<file path="src/rtl/id_exe_pipe_reg.sv">
`default_nettype none
// ============================================================================
// Module   : id_exe_pipe_reg
// Brief    : ID/EX pipeline register with operand forwarding, destination
//            select and branch compare. Optional stall/flush counters when
//            ID_EXE_PERF_CNT_EN is defined.
// Revision : 1.0 - initial release
// ============================================================================
module id_exe_pipe_reg #(
    parameter int  DATA_W = 32,
    parameter int  REG_AW = 5,
    parameter int  EX_W   = 5,
    parameter int  MEM_W  = 5,
    localparam int SH_W   = $clog2(DATA_W)
) (
    input  logic              CLK,
    input  logic              RST,
    input  logic              stall,
    input  logic              flush,
    input  logic              in_valid,
    input  logic [1:0]        fwd_a,
    input  logic [1:0]        fwd_b,
    input  logic [2:0]        cmp_op,
    input  logic [1:0]        reg_dst,
    input  logic [DATA_W-1:0] rdata_a,
    input  logic [DATA_W-1:0] rdata_b,
    input  logic [DATA_W-1:0] mem_fwd,
    input  logic [DATA_W-1:0] wb_fwd,
    input  logic [DATA_W-1:0] imm_ext,
    input  logic [DATA_W-1:0] pc4,
    input  logic [REG_AW-1:0] rs,
    input  logic [REG_AW-1:0] rt,
    input  logic [REG_AW-1:0] rd,
    input  logic [SH_W-1:0]   shamt,
    input  logic [EX_W-1:0]   ctrl_ex,
    input  logic [MEM_W-1:0]  ctrl_mem,
    output logic              out_valid,
    output logic [DATA_W-1:0] out_a,
    output logic [DATA_W-1:0] out_b,
    output logic [DATA_W-1:0] out_imm,
    output logic [DATA_W-1:0] out_pc4,
    output logic [REG_AW-1:0] out_rs,
    output logic [REG_AW-1:0] out_rt,
    output logic [REG_AW-1:0] out_wsrc,
    output logic [SH_W-1:0]   out_shamt,
    output logic [EX_W-1:0]   out_ctrl_ex,
    output logic [MEM_W-1:0]  out_ctrl_mem,
    output logic [DATA_W-1:0] fwd_a_data,
    output logic [DATA_W-1:0] fwd_b_data,
    output logic              br_taken
`ifdef ID_EXE_PERF_CNT_EN
    ,
    output logic [31:0]       stall_cnt,
    output logic [31:0]       flush_cnt
`endif
);

    localparam logic [REG_AW-1:0] c_LINK_REG = '1;

    localparam logic [2:0] c_CMP_EQ  = 3'd0;
    localparam logic [2:0] c_CMP_NE  = 3'd1;
    localparam logic [2:0] c_CMP_LT  = 3'd2;
    localparam logic [2:0] c_CMP_GE  = 3'd3;
    localparam logic [2:0] c_CMP_LTU = 3'd4;
    localparam logic [2:0] c_CMP_GEU = 3'd5;
    localparam logic [2:0] c_CMP_GTZ = 3'd6;

    logic [DATA_W-1:0] w_fwd_a;
    logic [DATA_W-1:0] w_fwd_b;
    logic [REG_AW-1:0] w_wsrc;
    logic              w_cmp;
    logic              w_a_zero;

    logic              valid_q,    valid_d;
    logic [DATA_W-1:0] a_q,        a_d;
    logic [DATA_W-1:0] b_q,        b_d;
    logic [DATA_W-1:0] imm_q,      imm_d;
    logic [DATA_W-1:0] pc4_q,      pc4_d;
    logic [REG_AW-1:0] rs_q,       rs_d;
    logic [REG_AW-1:0] rt_q,       rt_d;
    logic [REG_AW-1:0] wsrc_q,     wsrc_d;
    logic [SH_W-1:0]   shamt_q,    shamt_d;
    logic [EX_W-1:0]   ctrl_ex_q,  ctrl_ex_d;
    logic [MEM_W-1:0]  ctrl_mem_q, ctrl_mem_d;

    // MEM forward is the younger result, so it wins over WB.
    always_comb begin
        w_fwd_a = fwd_a[0] ? mem_fwd : (fwd_a[1] ? wb_fwd : rdata_a);
        w_fwd_b = fwd_b[0] ? mem_fwd : (fwd_b[1] ? wb_fwd : rdata_b);
    end

    always_comb begin
        case (reg_dst)
            2'b01:   w_wsrc = rd;
            2'b10:   w_wsrc = c_LINK_REG;
            default: w_wsrc = rt;
        endcase
    end

    always_comb begin
        w_a_zero = (w_fwd_a == '0);
        case (cmp_op)
            c_CMP_EQ:  w_cmp = (w_fwd_a == w_fwd_b);
            c_CMP_NE:  w_cmp = (w_fwd_a != w_fwd_b);
            c_CMP_LT:  w_cmp = ($signed(w_fwd_a) <  $signed(w_fwd_b));
            c_CMP_GE:  w_cmp = ($signed(w_fwd_a) >= $signed(w_fwd_b));
            c_CMP_LTU: w_cmp = (w_fwd_a <  w_fwd_b);
            c_CMP_GEU: w_cmp = (w_fwd_a >= w_fwd_b);
            c_CMP_GTZ: w_cmp = !w_fwd_a[DATA_W-1] && !w_a_zero;
            default:   w_cmp = w_fwd_a[DATA_W-1] || w_a_zero;
        endcase
    end

    assign fwd_a_data = w_fwd_a;
    assign fwd_b_data = w_fwd_b;
    assign br_taken   = in_valid & w_cmp;

    // A bubble still carries pc4 so the next stage keeps a sane PC.
    always_comb begin
        valid_d    = valid_q;
        a_d        = a_q;
        b_d        = b_q;
        imm_d      = imm_q;
        pc4_d      = pc4_q;
        rs_d       = rs_q;
        rt_d       = rt_q;
        wsrc_d     = wsrc_q;
        shamt_d    = shamt_q;
        ctrl_ex_d  = ctrl_ex_q;
        ctrl_mem_d = ctrl_mem_q;
        if (flush) begin
            valid_d    = 1'b0;
            a_d        = '0;
            b_d        = '0;
            imm_d      = '0;
            pc4_d      = pc4;
            rs_d       = '0;
            rt_d       = '0;
            wsrc_d     = '0;
            shamt_d    = '0;
            ctrl_ex_d  = '0;
            ctrl_mem_d = '0;
        end else if (!stall) begin
            valid_d    = in_valid;
            a_d        = w_fwd_a;
            b_d        = w_fwd_b;
            imm_d      = imm_ext;
            pc4_d      = pc4;
            rs_d       = rs;
            rt_d       = rt;
            wsrc_d     = w_wsrc;
            shamt_d    = shamt;
            ctrl_ex_d  = ctrl_ex;
            ctrl_mem_d = ctrl_mem;
        end
    end

    always_ff @(negedge CLK or posedge RST) begin
        if (RST) begin
            valid_q    <= 1'b0;
            a_q        <= '0;
            b_q        <= '0;
            imm_q      <= '0;
            pc4_q      <= '0;
            rs_q       <= '0;
            rt_q       <= '0;
            wsrc_q     <= '0;
            shamt_q    <= '0;
            ctrl_ex_q  <= '0;
            ctrl_mem_q <= '0;
        end else begin
            valid_q    <= valid_d;
            a_q        <= a_d;
            b_q        <= b_d;
            imm_q      <= imm_d;
            pc4_q      <= pc4_d;
            rs_q       <= rs_d;
            rt_q       <= rt_d;
            wsrc_q     <= wsrc_d;
            shamt_q    <= shamt_d;
            ctrl_ex_q  <= ctrl_ex_d;
            ctrl_mem_q <= ctrl_mem_d;
        end
    end

    assign out_valid    = valid_q;
    assign out_a        = a_q;
    assign out_b        = b_q;
    assign out_imm      = imm_q;
    assign out_pc4      = pc4_q;
    assign out_rs       = rs_q;
    assign out_rt       = rt_q;
    assign out_wsrc     = wsrc_q;
    assign out_shamt    = shamt_q;
    assign out_ctrl_ex  = ctrl_ex_q;
    assign out_ctrl_mem = ctrl_mem_q;

`ifdef ID_EXE_PERF_CNT_EN
    logic [31:0] stall_cnt_q, stall_cnt_d;
    logic [31:0] flush_cnt_q, flush_cnt_d;

    // Saturating: a wrapped counter would misreport long stalls as short.
    always_comb begin
        stall_cnt_d = stall_cnt_q;
        flush_cnt_d = flush_cnt_q;
        if (stall && !flush && (stall_cnt_q != 32'hFFFF_FFFF)) begin
            stall_cnt_d = stall_cnt_q + 32'd1;
        end
        if (flush && (flush_cnt_q != 32'hFFFF_FFFF)) begin
            flush_cnt_d = flush_cnt_q + 32'd1;
        end
    end

    always_ff @(negedge CLK or posedge RST) begin
        if (RST) begin
            stall_cnt_q <= '0;
            flush_cnt_q <= '0;
        end else begin
            stall_cnt_q <= stall_cnt_d;
            flush_cnt_q <= flush_cnt_d;
        end
    end

    assign stall_cnt = stall_cnt_q;
    assign flush_cnt = flush_cnt_q;
`endif

endmodule
`default_nettype wire
</file>
<file path="config.mk">
export PLATFORM = sky130hd
export DESIGN_NAME = id_exe_pipe_reg
export DESIGN_NICKNAME = d
export VERILOG_FILES = /design/src/rtl/id_exe_pipe_reg.sv
export SDC_FILE = /design/constraint.sdc
export NUM_CORES = 1
export LEC_CHECK = 0
export CAP_MARGIN = 20
export CORE_AREA = 3 3 176 178
export CTS_BUF_LIST = sky130_fd_sc_hd__clkbuf_2 sky130_fd_sc_hd__clkbuf_4 sky130_fd_sc_hd__clkbuf_8
export DETAILED_ROUTE_END_ITERATION = 8
export DIE_AREA = 0 0 179 181
export PLACE_DENSITY_LB_ADDON = 0.2
export SLEW_MARGIN = 5
export SYNTH_ARGS = -nofsm -noshare
export SYNTH_HDL_FRONTEND = slang
export SYNTH_SLANG_ARGS = --single-unit
</file>
<file path="constraint.sdc">
create_clock -name CLK -period 4.87 [get_ports CLK]
set_input_delay 0.7305 -clock CLK [delete_from_list [all_inputs] [get_ports CLK]]
set_output_delay 0.7305 -clock CLK [all_outputs]
set_load 0.02 [all_outputs]
</file>
==> results.md <==
* DRT Wirelength at between 30 and 40 mm
* Cell Area, Placed at ~0.015 sq mm
* Die area at between 0.03 and 0.04 sq mm
* Worst-Skew Late Latency at just under 0.4 ns
* Crit-path max cell delay at 0.70 ns
* Tightest Hold Check Type: reg -> reg
* Largest net degree at the start of global routing at approximately 130
* CP Buf/Inv Count at 1
* Worst R2R Setup Slack at a little over 4 ns
* Most common cell after layout, fill and taps aside: clkdlybuf4s50_1
* VDD IR max at 0.000159 V
* Inserted Clock Buffers at 17
* Startpoint Class: flip-flop
* H-tree depth at 4
* Synth warnings at 0
* Simple-Gate Fraction of Synth Area at 0.118
* Seq/Total Area, Yosys at 0.461
* Layout cells sized above 1 at 0.138
* Final #Nets at about 1700
* Syn Std Cell Area at 0.00863 sq mm
* Compound-gate portion of the synthesized area at 0.0731
* Power per cell area at around 260 mW/mm^2
* Die W at 179 microns
* Most frequent cells in the layout: clkdlybuf4s50_1, mux2i_1, dfrtn_1
* All-Layer GR Usage at 0.222
* Routability congestion estimate at 0.893
* Vias in the first global route at between 8000 and 9000
* Post-synth top flop: dfrtn_1
* Cell Rows at 63
* Seq cells post-synth at ~160
* Top-Level Pins at 460
* Drt wl/cell at 20.4 microns
* Syn Area/Cell at roughly 10 sq um
* RSZ-0062 raised after global routing: no
* Post-DP HPWL at around 30 mm
* Endpoint class of the critical path: primary output
* Initial core utilization at 0.292
* Final Cell Area at roughly 0.015 sq mm
* Layout area overhead at 74.1%
* Class of the most critical setup path: reg -> out
* First-pass iteration count of the detailed router at 5
* Gr ovfl total at 0
* Post-Syn Nets at around 1100
* Port-buffer cells at 459
* Static Leak at 6.99 nW
* Synthesized instance count at approximately 870
* # hold bufs at CTS at 0
* Post-synth EDFFs at 0
* Global-route wire length before repair at about 54 mm
* Synth async-reset ratio at 1.00
* Via count at around 8500
* CTS tree: built
* CP cell instances: clkdlybuf4s50_1
* Largest family of logic cells by synthesized area: multiplexers
* Post-CTS setup-driven buffer insertion count at 0
* Xor/xnor share of the synthesized area at 0
* Max Buffers Root-to-Sink at 2
* Distinct cells, synth at 33
* Critical Path Fanout Max at 2
* Core area at between 0.02 and 0.03 sq mm
* Slew @ Worst Pin at ~0.61 ns
* Layout Skew at 0 ns
* Root buffer cell: clkbuf_8
* Post-route ant nets at 0
* Status: finished, final reports clean
* Sum of negative setup slack at 0 ns
* Vias/cell at 4.69
* Mux contribution to synthesized area at 0.256
* Hold Vio Cnt, Final at 0
* Slew Limit Fails at 0
* Chip Height at about 180 microns
* Crit path DAT at ~4 ns
* Final setup fails at 0
* Total of max-cap violations at 0
* Sink Count at roughly 160
* DRC violations left at 0
* Initial DRC Count at ~380
* Initial antenna violation count at 3
* Adder-Cell Fraction of Synth Area at 0.0493
* Delay-heaviest family, CP: buffers and inverters
* Worst-path clk slew at 0.07 ns
* Req. time, crit path at between 4 and 5 ns
* Worst slew margin at 0.594
* Slowest CP cell: clkdlybuf4s50_1
cells in the mapped netlist (2+ instances only):
master / instances / area (sq um)
o21ai_0: 67 / 335
nor2_1: 141 / 529
nor3_1: 2 / 10.0
nor4_1: 10 / 62.6
o31ai_1: 2 / 15.0
buf_1: 12 / 45.0
nor3b_1: 2 / 15.0
mux2i_1: 185 / 1850
ha_1: 34 / 425
nand2_1: 73 / 274
clkbuf_1: 40 / 150
a21oi_1: 32 / 160
nand3_1: 6 / 30.0
mux2_2: 32 / 360
dfrtn_1: 159 / 3980
buf_2: 4 / 20.0
nand4_1: 10 / 62.6
a21o_1: 3 / 22.5
inv_1: 39 / 146
report_power, final:
group / internal [W] / switching [W]
registers: 0.00142 / 0.0000468
logic: 0.000674 / 0.000645
clock network: 0.000452 / 0.000627
total: 0.00254 / 0.00132
cell families after synthesis:
| kind of cell | count (synthesis) |
|---|---|
| simple gates | 249 |
| buf+inv | 95 |
| fa+ha+maj | 34 |
| flops | 159 |
| compound gates | 113 |
| mux | 217 |
registers in the layout, summed over array words and instances, names as in the netlist:
register      cells
out_b            32
out_rs            5
out_ctrl_mem      5
out_imm          32
out_rt            5
out_ctrl_ex       5
out_wsrc          5
out_shamt         5
out_a            32
out_valid         1
out_pc4          32
metal layers:
layer | track usage | vias up | part of all wire
met2 | 0.401 | 345 | 0.51
met5 | 0 | - | 0.00035
met4 | 0.0586 | 2 | 0.020
met1 | 0.249 | 4038 | 0.37
li1 | - | 4079 | -
met3 | 0.0721 | 34 | 0.091
area by class of cell:
type | instances | area [sq um]
Fill cell | 2801 | 14500
Timing Repair Buffer | 578 | 5660
Multi-Input combinational cell | 613 | 4310
Sequential cell | 159 | 3980
Tap cell | 390 | 488
Clock buffer | 18 | 241
Clock inverter | 14 | 184
Inverter | 39 | 150
Antenna cell | 2 | 5.00
timing repair:
item | 4_1_cts | 5_1_grt
gates resized for setup | 3 | 6
pin swaps | 0 | 1
setup endpoints to repair | 1 | 1
stage by stage:
step	instances	hold slack [ns]	total power [W]	util	setup WS, ns
detailed placement	1779	0.456	0.00281	0.493	-0.358
global placement	1779	0.450	0.00281	0.493	-0.370
floorplan	867	0.582	0.00205	-	-0.193
global route	1813	0.471	0.00408	0.508	0.0148
CTS	1811	0.457	0.00393	0.508	0.0171
finish	1813	0.458	0.00386	0.508	0.200
final timing paths:
kind	start	endpoint	cells after the start
setup / recovery	out_a[11]$_DFFE_NP0P_	out_a[11]	1
hold / removal	out_pc4[27]$_DFFE_NP0P_	out_pc4[27]$_DFFE_NP0P_	1
setup reg to reg	out_pc4[30]$_DFFE_NP0P_	out_pc4[30]$_DFFE_NP0P_	1
hold reg to reg	out_pc4[27]$_DFFE_NP0P_	out_pc4[27]$_DFFE_NP0P_	1
max in group asynchronous	RST	out_rt[2]$_DFFE_NP0P_	3
min in group asynchronous	RST	out_imm[17]$_DFFE_NP0P_	2
(Power assumes the default switching activity.)
